==> config.mk <==
export PLATFORM = sky130hd
export DESIGN_NAME = cpu_mem_responder
export DESIGN_NICKNAME = d
export VERILOG_FILES = /design/src/rtl/cpu_mem_responder.sv
export SDC_FILE = /design/constraint.sdc
export NUM_CORES = 1
export LEC_CHECK = 0
export ABC_AREA = 0
export ABC_CLOCK_PERIOD_IN_PS = 2500
export BUFFER_PORTS_ARGS = -buffer_cell sky130_fd_sc_hd__buf_2
export CAP_MARGIN = 20
export CORE_UTILIZATION = 45
export CTS_CLUSTER_DIAMETER = 50
export DETAILED_ROUTE_END_ITERATION = 10
export MAX_ROUTING_LAYER = met4
export PLACE_DENSITY = 0.69
export REMOVE_ABC_BUFFERS = 1
export SLEW_MARGIN = 20
export SYNTH_ARGS = -nofsm -noshare
export SYNTH_HDL_FRONTEND = slang
export SYNTH_SLANG_ARGS = --single-unit
==> constraint.sdc <==
create_clock -name clk -period 2.5 [get_ports clk]
set_clock_uncertainty 0.05 [all_clocks]
set_input_delay 0.125 -clock clk [delete_from_list [all_inputs] [get_ports clk]]
set_output_delay 0.125 -clock clk [all_outputs]
set_load 0.1 [all_outputs]
==> src/rtl/cpu_mem_responder.sv <==
// Memory-side responder: turns sequencer fetch/load/store strobes into single BRAM
// transactions, with a one-entry pending slot and a small MMIO window for the Pong I/O.
module cpu_mem_responder #(
  parameter int unsigned       ADDR_W    = 10,
  parameter int unsigned       DATA_W    = 16,
  parameter logic [ADDR_W-1:0] MMIO_BASE = 10'h3F0
) (
  input  logic              clk,
  input  logic              reset,
  input  logic              fetch_req,
  input  logic              load_req,
  input  logic              store_req,
  input  logic [ADDR_W-1:0] cpu_addr,
  input  logic [DATA_W-1:0] cpu_wdata,
  output logic [DATA_W-1:0] instr_out,
  output logic              instr_valid,
  output logic [DATA_W-1:0] load_data,
  output logic              load_valid,
  output logic              busy,
  output logic              overrun,
  output logic [ADDR_W-1:0] bram_addr,
  output logic [DATA_W-1:0] bram_din,
  output logic              bram_we,
  input  logic [DATA_W-1:0] bram_dout,
  input  logic [DATA_W-1:0] io_in,
  output logic [DATA_W-1:0] io_out
);

  typedef enum logic [1:0] {StIdle, StRdWait, StRdData, StWr} state_e;
  // Encoding matches the bit positions of req_rise.
  typedef enum logic [1:0] {ReqFetch, ReqLoad, ReqStore} req_e;

  state_e            state_q, state_d;
  logic [2:0]        req_prev_q, req_rise;
  logic              pend_valid_q, pend_valid_d;
  req_e              pend_type_q, pend_type_d;
  logic [ADDR_W-1:0] pend_addr_q, pend_addr_d;
  logic [DATA_W-1:0] pend_wdata_q, pend_wdata_d;
  req_e              cur_type_q, cur_type_d;
  logic              cur_mmio_q, cur_mmio_d;
  logic [ADDR_W-1:0] bram_addr_q, bram_addr_d;
  logic [DATA_W-1:0] bram_din_q, bram_din_d;
  logic              bram_we_q, bram_we_d;
  logic [DATA_W-1:0] instr_q, instr_d;
  logic              instr_valid_q, instr_valid_d;
  logic [DATA_W-1:0] load_data_q, load_data_d;
  logic              load_valid_q, load_valid_d;
  logic [DATA_W-1:0] io_out_q, io_out_d;
  logic              overrun_q, overrun_d;
  logic [DATA_W-1:0] sync1_q, sync1_d, sync2_q, sync2_d;

  logic              issue_v, issue_mmio, slot_free;
  req_e              issue_type;
  logic [ADDR_W-1:0] issue_addr;
  logic [DATA_W-1:0] issue_wdata;

  assign req_rise = {store_req, load_req, fetch_req} & ~req_prev_q;

  always_comb begin
    state_d       = state_q;
    pend_valid_d  = pend_valid_q;
    pend_type_d   = pend_type_q;
    pend_addr_d   = pend_addr_q;
    pend_wdata_d  = pend_wdata_q;
    cur_type_d    = cur_type_q;
    cur_mmio_d    = cur_mmio_q;
    bram_addr_d   = bram_addr_q;
    bram_din_d    = bram_din_q;
    bram_we_d     = 1'b0;
    instr_d       = instr_q;
    instr_valid_d = 1'b0;
    load_data_d   = load_data_q;
    load_valid_d  = 1'b0;
    io_out_d      = io_out_q;
    overrun_d     = overrun_q;
    sync1_d       = io_in;
    sync2_d       = sync1_q;
    issue_v       = 1'b0;
    issue_type    = ReqFetch;
    issue_addr    = cpu_addr;
    issue_wdata   = cpu_wdata;
    slot_free     = !pend_valid_q;

    // A waiting entry always goes ahead of anything arriving this cycle.
    if (state_q == StIdle && pend_valid_q) begin
      issue_v      = 1'b1;
      issue_type   = pend_type_q;
      issue_addr   = pend_addr_q;
      issue_wdata  = pend_wdata_q;
      slot_free    = 1'b1;
      pend_valid_d = 1'b0;
    end

    // Walk new strobes in priority order: issue, else park in the slot, else drop.
    for (int i = 2; i >= 0; i--) begin
      if (req_rise[i]) begin
        if (state_q == StIdle && !issue_v) begin
          issue_v     = 1'b1;
          issue_type  = req_e'(i[1:0]);
          issue_addr  = cpu_addr;
          issue_wdata = cpu_wdata;
        end else if (slot_free) begin
          pend_valid_d = 1'b1;
          pend_type_d  = req_e'(i[1:0]);
          pend_addr_d  = cpu_addr;
          pend_wdata_d = cpu_wdata;
          slot_free    = 1'b0;
        end else begin
          overrun_d = 1'b1;
        end
      end
    end

    issue_mmio = (issue_addr >= MMIO_BASE);

    unique case (state_q)
      StIdle: begin
        if (issue_v) begin
          if (issue_type == ReqStore) begin
            if (issue_mmio) begin
              io_out_d = issue_wdata;
            end else begin
              state_d     = StWr;
              bram_we_d   = 1'b1;
              bram_addr_d = issue_addr;
              bram_din_d  = issue_wdata;
            end
          end else begin
            state_d    = StRdWait;
            cur_type_d = issue_type;
            cur_mmio_d = issue_mmio;
            if (!issue_mmio) bram_addr_d = issue_addr;
          end
        end
      end
      StRdWait: state_d = StRdData;
      StRdData: begin
        state_d = StIdle;
        if (cur_type_q == ReqLoad) begin
          load_data_d  = cur_mmio_q ? sync2_q : bram_dout;
          load_valid_d = 1'b1;
        end else begin
          instr_d       = cur_mmio_q ? '0 : bram_dout;
          instr_valid_d = 1'b1;
        end
      end
      StWr:    state_d = StIdle;
      default: state_d = StIdle;
    endcase
  end

  always_ff @(posedge clk or negedge reset) begin
    if (!reset) begin
      state_q       <= StIdle;
      req_prev_q    <= '0;
      pend_valid_q  <= 1'b0;
      pend_type_q   <= ReqFetch;
      pend_addr_q   <= '0;
      pend_wdata_q  <= '0;
      cur_type_q    <= ReqFetch;
      cur_mmio_q    <= 1'b0;
      bram_addr_q   <= '0;
      bram_din_q    <= '0;
      bram_we_q     <= 1'b0;
      instr_q       <= '0;
      instr_valid_q <= 1'b0;
      load_data_q   <= '0;
      load_valid_q  <= 1'b0;
      io_out_q      <= '0;
      overrun_q     <= 1'b0;
      sync1_q       <= '0;
      sync2_q       <= '0;
    end else begin
      state_q       <= state_d;
      req_prev_q    <= {store_req, load_req, fetch_req};
      pend_valid_q  <= pend_valid_d;
      pend_type_q   <= pend_type_d;
      pend_addr_q   <= pend_addr_d;
      pend_wdata_q  <= pend_wdata_d;
      cur_type_q    <= cur_type_d;
      cur_mmio_q    <= cur_mmio_d;
      bram_addr_q   <= bram_addr_d;
      bram_din_q    <= bram_din_d;
      bram_we_q     <= bram_we_d;
      instr_q       <= instr_d;
      instr_valid_q <= instr_valid_d;
      load_data_q   <= load_data_d;
      load_valid_q  <= load_valid_d;
      io_out_q      <= io_out_d;
      overrun_q     <= overrun_d;
      sync1_q       <= sync1_d;
      sync2_q       <= sync2_d;
    end
  end

  assign instr_out   = instr_q;
  assign instr_valid = instr_valid_q;
  assign load_data   = load_data_q;
  assign load_valid  = load_valid_q;
  assign busy        = (state_q != StIdle);
  assign overrun     = overrun_q;
  assign bram_addr   = bram_addr_q;
  assign bram_din    = bram_din_q;
  assign bram_we     = bram_we_q;
  assign io_out      = io_out_q;

endmodule

# Word level (Yosys, flattened, before mapping)
# Cells that the tools add are included.
# word_totals
reg_bits	147
word_cells	143
# classes
order_cmp	1
n_eq_ne	7
muxes	93
n_bitwise	5
reduce_logical	18
# ops
operator	n
two-way mux 16 bit	18
two-way mux 10 bit	16
two-way mux 1 bit	39
two-way mux 2 bit	19
greater-or-equal comparator 10 bit (second input constant)	1
AND reduction 4 bit	2
equality test 2 bit (second input constant)	3
case mux 2 bit (3 select lines)	1
AND reduction 2 bit	3
AND reduction 3 bit	2
equality test 2 x 1 -> 1 bit (second input constant)	2
logical AND 1 bit	4
logical NOT 1 bit	4
bitwise AND 3 bit	1
inequality test 3 bit (second input constant)	1
inverter 1 bit	3
inverter 3 bit	1
logical NOT 2 bit	1
inequality test 2 bit (second input constant)	1
nonzero test 2 bit	1
OR reduction 2 bit	1

# Longest topological paths before layout
# Gate-level depths: netlist (run 1).
# depth
depth_word	20
depth_mapped	7
ltp_nobuf	5

# Worst setup path after synthesis (run 1)
# Ideal clock, no wire load.
# synth_timing
path_kind	reg-to-reg
from	reg state_q[0]
to	reg io_out_q[10], in the netlist io_out[10]
synth_period_minus_slack_ps	2186
t_required_ps	2322
stages_incl_launch_ff	8
arrival_ps	2008
setup_ps	128
slack_ps	314
path_cell_list	dfrtp_1 -> buf_2 -> nor2_4 -> inv_2 -> a21oi_4 -> a21boi_4 -> buf_6 -> mux2_1
# synth_between
elab_chain_cells	17
# synth_rtl
element	line	source
start, declared	33	state_e state_q, state_d;
start signal, assigned	154	state_q <= StIdle;
start signal, assigned	174	state_q <= state_d;
logical NOT 2 bit (*)	85, 97, 116	
logical AND 1 bit	85	if (state_q == StIdle && pend_valid_q) begin
two-way mux 1 bit	85	
logical NOT 1 bit	97	if (state_q == StIdle && !issue_v) begin
logical AND 1 bit	97	
two-way mux 1 bit	97	
two-way mux 1 bit	96	if (req_rise[i]) begin
logical NOT 1 bit	97	
logical AND 1 bit	97	
two-way mux 1 bit	97	
two-way mux 1 bit	96	
logical NOT 1 bit	97	
logical AND 1 bit	97	
two-way mux 10 bit or two-way mux 2 bit (tied branches)	97	
two-way mux 10 bit or two-way mux 2 bit (tied branches)	96	
greater-or-equal comparator 10 bit or equality test 2 bit (tied branches)	114, 119	
AND reduction 4 bit (no line)	n/a	
end signal, assigned	189	io_out_q <= io_out_d;
end, declared	48	logic [DATA_W-1:0] io_out_q, io_out_d;
# Every way passes the cells marked *; elsewhere a longest branch is shown, timed or not.
# A chain may end at the register's enable or synchronous reset.

# Worst setup path in the final report (run 1)
# layout_timing
from	reg pend_valid_q
to	reg io_out_q[0], in the netlist io_out[0]
# layout_between
elab_chain_cells	16
# layout_rtl
element	line	source
start, declared	35	logic pend_valid_q, pend_valid_d;
start signal, assigned	176	pend_valid_q <= pend_valid_d;
logical AND 1 bit (*)	85	
two-way mux 1 bit	85	
logical NOT 1 bit	97	
logical AND 1 bit	97	
two-way mux 1 bit	97	
two-way mux 1 bit	96	
logical NOT 1 bit	97	
logical AND 1 bit	97	
two-way mux 1 bit	97	
two-way mux 1 bit	96	
logical NOT 1 bit	97	
logical AND 1 bit	97	
two-way mux 10 bit or two-way mux 2 bit (tied branches)	97	
two-way mux 10 bit or two-way mux 2 bit (tied branches)	96	
greater-or-equal comparator 10 bit or equality test 2 bit (tied branches)	114, 119	
AND reduction 4 bit (no line)	n/a	
# Marked as above.

==> results.cfg, run 1 <==
[clock_tree]
clkSinkCount = 147
cts_root_buf = clkbuf_16
clk_transition_reported_paths_ns = 0.06
clock_path_buffers = 2
clock_latency_ns = 0.41
cts_inserted_buffers = 17
postCtsSetupBuffers = 0
cts-resized-gates = 0
htreeDepth = 4
cts_tree = done

[grt]
grt_pass1_vias = 4291
grt_max_degree = 68
grtUsageTotal_pct = 20.4
globalRouteOverflowTotal = 0
antenna_found_initial = 0
grt_pass1_wl_um = 20600

[min_path]
hold_depth = 3
hp-class = input pin to flop
hp-start = bram_dout[12]
hold_end = instr_out[12]

[drt]
drc = 0
drt_pass1_iterations = 4
routed_wl_um = 12800
postRouteAntennaNets = 0
drt_iter0_drc = 223
wl_per_cell_um = 15.2
vias = 4226
viasPerCell = 5.02

[placed_design]
post-dp-hpwl_um = 8110
dp.cells = 764
gp_congestion = 0.809
portBuffers = 141

[finish]
antennaDiodeCount = 0
final_cell_count_no_fill = 842
fin_util_pct = 62.2
syn2layout_area_growth_pct = 33.6
nets = 720
drive_gt1_share_pct = 36.1

[synth]
yosys_warnings = 0
synth.ff_latch_count = 147
syn_area_um2 = 5920
synthFlopType = dfrtp_1
synthCells = 464
async_flop_share_pct = 100
synth_edf_count = 0
yosysSeqAreaShare_pct = 62.1
synth_area_per_cell_um2 = 12.8
synth.distinct_cells = 43

[setup_path]
ff2ff_setup_slack_ns = 0.31
rr_worst_depth = 5
critPathTopFamily = flip-flops
worstPathCellList = or3b_1, a21oi_4, a21boi_4, buf_4, mux2_2
end_kind = flop
r2r_end = io_out[0]
crit_fanout = 16
path_buf_inv = 1
critical_path_class = flop to flop
r2r_start = pend_valid_q
slowest_stage = dfrtp_1
slowest_delay_ns = 0.51
worstPathRequired_ns = 2.74
start_kind = flop
cp.arrival_ns = 2.42

[timing]
rsz0062_at_grt = no
setup_tns_ns = 0
slew_violations = 0
tightest_slew_ns = 0.600
period_share_pct = 87.5
relSlewSlack_pct = 60.0
setup_viol = 0
fmax_mhz = 457
fin_crit_ns = 2.19
hold_viol = 0
holdWs_ns = 0.0692

[floorplan]
start_util_pct = 46.6
design.core.area_um2 = 12700
ios = 142
die_w_um = 117
num_rows = 41
die-area_um2 = 13600
die_h_um = 117

[run]
maxCapViolCount = 0

[run_status]
outcome = finished clean
[per-stage QoR]
stage | setup WS [ns] | cell area, um2
3_5_place_dp | 0.326 | 6820
4_1_cts | 0.306 | 7920
5_1_grt | 0.226 | 7920
6_report | 0.313 | 7920
3_3_place_gp | 0.380 | 6820
2_1_floorplan | 0.0985 | 5800
[cell usage in the layout (no fill, tap or decap), types with 3 or more instances in the layout]
master | netlist | layout
clkinv_2 | 0 | 4
inv_1 | 10 | 10
clkbuf_16 | 0 | 17
nor2b_1 | 20 | 20
dlygate4sd3_1 | 0 | 46
nor2_1 | 19 | 19
mux2_4 | 8 | 8
nand2_1 | 79 | 79
a32oi_1 | 6 | 6
nand2b_1 | 3 | 3
buf_2 | 6 | 140
o21ai_0 | 6 | 6
clkinvlp_4 | 0 | 3
bufinv_16 | 0 | 5
buf_4 | 0 | 7
dfrtp_1 | 147 | 147
a21oi_1 | 39 | 39
mux2_2 | 39 | 39
mux2_1 | 32 | 32
[cell type report]
class                      count  area [um2]
timing repair buffer         196        1260
tap                          172         215
inverter                      11        41.3
sequential                   147        3680
multi-input combinational    284        2080
clock inverter                14         210
clock buffer                  18         429
fill                        1006        4810
[cells by family (layout without fill, tap and decap cells)]
group                      after synthesis  in the layout  synth area share, %
AOI/OAI and AO/OA                       67             67                 7.71
DFF                                    147            147                 62.1
and+or+nand+nor                        137            137                 11.6
adders and majority gates                1              1                0.190
muxes                                   79             79                 15.5
buffers and inverters                   33            239                 2.85
[how the worst max path moves through the flow]
stage,cells past startpoint,from,to,slack [ns]
2_1_floorplan,4,pend_valid_q,io_out[0],0.1
3_3_place_gp,5,pend_valid_q,io_out[4],0.38
3_5_place_dp,5,pend_valid_q,io_out[1],0.33
4_1_cts,5,pend_valid_q,io_out[0],0.31
5_1_grt,5,pend_valid_q,io_out[0],0.23
6_report,5,pend_valid_q,io_out[0],0.31
[repair_timing]
action | 4_1_cts | 5_1_grt
hold buffers | 46 | 0
endpoints found under the hold margin | 116 | 0
endpoints found under the setup margin | 0 | 0
[Yosys cell counts (all sizes together) (2+ instances only)]
cell    instances  area share (%)
nand2b          3            0.32
inv            11            0.70
nor2b          20             2.1
a31oi           3            0.57
or3b            2            0.30
nand2          79             5.0
buf            11             1.5
nor2           20             1.4
mux2           79              16
dfrtp         147              62
nor3b           2            0.53
o21ai           6            0.51
nand3           3            0.55
clkbuf         11            0.70
o31ai           2            0.25
a21oi          40             3.6
a32oi           6            0.89
and4            2            0.30
nand4           2            0.72
o32ai           2            0.30
[metal layers]
metal  share of wire [%]  global-route usage (%)
met1                  45                    25.4
met2                  47                    32.3
met3                 7.6                    6.80
met4                0.73                    4.98
met5                   0                       -
[flip-flops by register name, indices dropped and copies added (netlist names)]
| signal | flops |
|---|---|
| load_valid | 1 |
| load_data | 16 |
| io_out | 16 |
| pend_valid_q | 1 |
| instr_valid | 1 |
| pend_addr_q | 10 |
| sync1_q | 16 |
| cur_mmio_q | 1 |
| sync2_q | 16 |
| bram_we | 1 |
| cur_type_q | 2 |
| req_prev_q | 3 |
| bram_din | 16 |
| bram_addr | 10 |
| state_q | 2 |
| pend_type_q | 2 |
| overrun | 1 |
| pend_wdata_q | 16 |
| instr_out | 16 |
[worst min-delay path, stage by stage]
cell and delay, ns:
buf_2 0.07, nor2b_1 0.14, mux2_2 0.16
Power of run 1 is left out: the tool's default activity adds up to more than one toggle a clock period on the data nets, which glitch-free logic cannot reach.
==> run 2, diff against run 1 <==
--- a/config.mk
+++ b/config.mk
@@ -13,7 +13,7 @@
 export CTS_CLUSTER_DIAMETER = 50
 export DETAILED_ROUTE_END_ITERATION = 10
 export MAX_ROUTING_LAYER = met4
-export PLACE_DENSITY = 0.69
+export PLACE_DENSITY = 0.75
 export REMOVE_ABC_BUFFERS = 1
 export SLEW_MARGIN = 20
 export SYNTH_ARGS = -nofsm -noshare
==> run 2 against run 1 <==
  * Worst setup slack worse by 0.0093 ns
  * Die area unchanged
  * Clock-buffer cell count up 1
  * Worst hold slack better by 0.010 ns
  * Largest cell class unchanged
==> results.cfg, run 2 (synthesized netlist as in run 1, its figures left out) <==
[run_status]
outcome = finished clean

[clock_tree]
clk_transition_reported_paths_ns = 0.06
cts_root_buf = clkbuf_16
clock_path_buffers = 2
clkSinkCount = 147
clock_latency_ns = 0.41
cts_tree = done
cts-resized-gates = 0
cts_inserted_buffers = 17
htreeDepth = 4

[setup_path]
r2r_start = state_q[1]
ff2ff_setup_slack_ns = 0.30
rr_worst_depth = 5
crit_fanout = 11
critical_path_class = flop to flop
cp.arrival_ns = 2.44
r2r_end = bram_addr[2]
start_kind = flop
worstPathRequired_ns = 2.74
end_kind = flop

[finish]
syn2layout_area_growth_pct = 32.2
final_common_cell = dfrtp_1
layout_common_cells = dfrtp_1, buf_2, nand2_1, dlygate4sd3_1
nets = 720
n_fill_cell = 1025
antennaDiodeCount = 0
drive_gt1_share_pct = 36.0

[timing]
tightest_slew_ns = 0.533
setup_viol = 0
period_share_pct = 87.8
relSlewSlack_pct = 64.5
setup_tns_ns = 0
rsz0062_at_grt = no
hold_viol = 0
slew_violations = 0
fin_crit_ns = 2.20
fmax_mhz = 455

[floorplan]
num_rows = 41
die_w_um = 117
ios = 142
design.core.area_um2 = 12700
die-area_um2 = 13600
start_util_pct = 46.6
die_h_um = 117

[drt]
wl_per_cell_um = 16.0
drt_pass1_iterations = 4
postRouteAntennaNets = 0
routed_wl_um = 13500
drc = 0
vias = 4230
viasPerCell = 5.03
drt_iter0_drc = 192

[min_path]
hp-start = bram_dout[7]
hold_depth = 3
hp-class = input pin to flop
hold_end = instr_out[7]

[grt]
grt_pass1_wl_um = 21500
grt_pass1_vias = 4387
grtUsageTotal_pct = 21.6
grt_max_degree = 65
globalRouteOverflowTotal = 0
antenna_found_initial = 0

[placed_design]
portBuffers = 141
gp_congestion = 0.780
post-dp-hpwl_um = 8630

[run]
maxCapViolCount = 0
-- run 2: stage by stage --
stage / instance area [um2] / hold WS, ns / instances / utilization [%] / worst slack [ns]
CTS: 7840 / 0.0611 / 841 / 61.6 / 0.313
finish: 7840 / 0.0796 / 841 / 61.6 / 0.304
global placement: 6820 / 0.0511 / 764 / 53.6 / 0.394
floorplan: 5800 / -0.221 / 442 / - / 0.0985
detailed placement: 6820 / 0.0692 / 764 / 53.6 / 0.328
global route: 7840 / 0.0988 / 841 / 61.6 / 0.181
-- run 2: layout make-up --
cell class | instances | area [um2] | share of cell area [%]
repair buffers | 196 | 1260 | 16.1
multi-input cells | 284 | 2080 | 26.5
well taps | 172 | 215 | 2.75
flip-flops and latches | 147 | 3680 | 46.9
clock inverters | 12 | 115 | 1.47
clock buffers | 19 | 443 | 5.65
inverters | 11 | 41.3 | 0.527
-- run 2: repair_timing --
action	in CTS	in global routing
endpoints found under the hold margin	108	0
setup buffers	0	0
hold buffers	46	0
-- run 2: routing by layer --
layer	global-route usage (%)	wire length, um	vias up
met5	-	0	-
met2	35.7	6620	136
met3	6.59	885	14
met4	7.26	170	0
li1	-	-	1974
met1	25.1	5810	2106
-- run 2: worst max-delay path by stage --
| stage | startpoint | endpoint | slack (ns) | cells past startpoint |
|---|---|---|---|---|
| after global routing | state_q[1] | bram_addr[1] | 0.18 | 5 |
| after floorplan | pend_valid_q | io_out[0] | 0.1 | 4 |
| after detailed placement | pend_valid_q | io_out[4] | 0.33 | 5 |
| final | state_q[1] | bram_addr[2] | 0.30 | 5 |
| after global placement | pend_valid_q | io_out[0] | 0.39 | 5 |
| after CTS | state_q[1] | bram_addr[1] | 0.31 | 5 |
-- run 2: critical path, cell delays in order (launching register included) --
cell and delay (ns):
dfrtp_1 0.48, nor2_4 0.28, inv_2 0.17, a41oi_4 0.35, nand3_2 0.34, mux2_1 0.41
Power of run 2 is left out for the same reason.
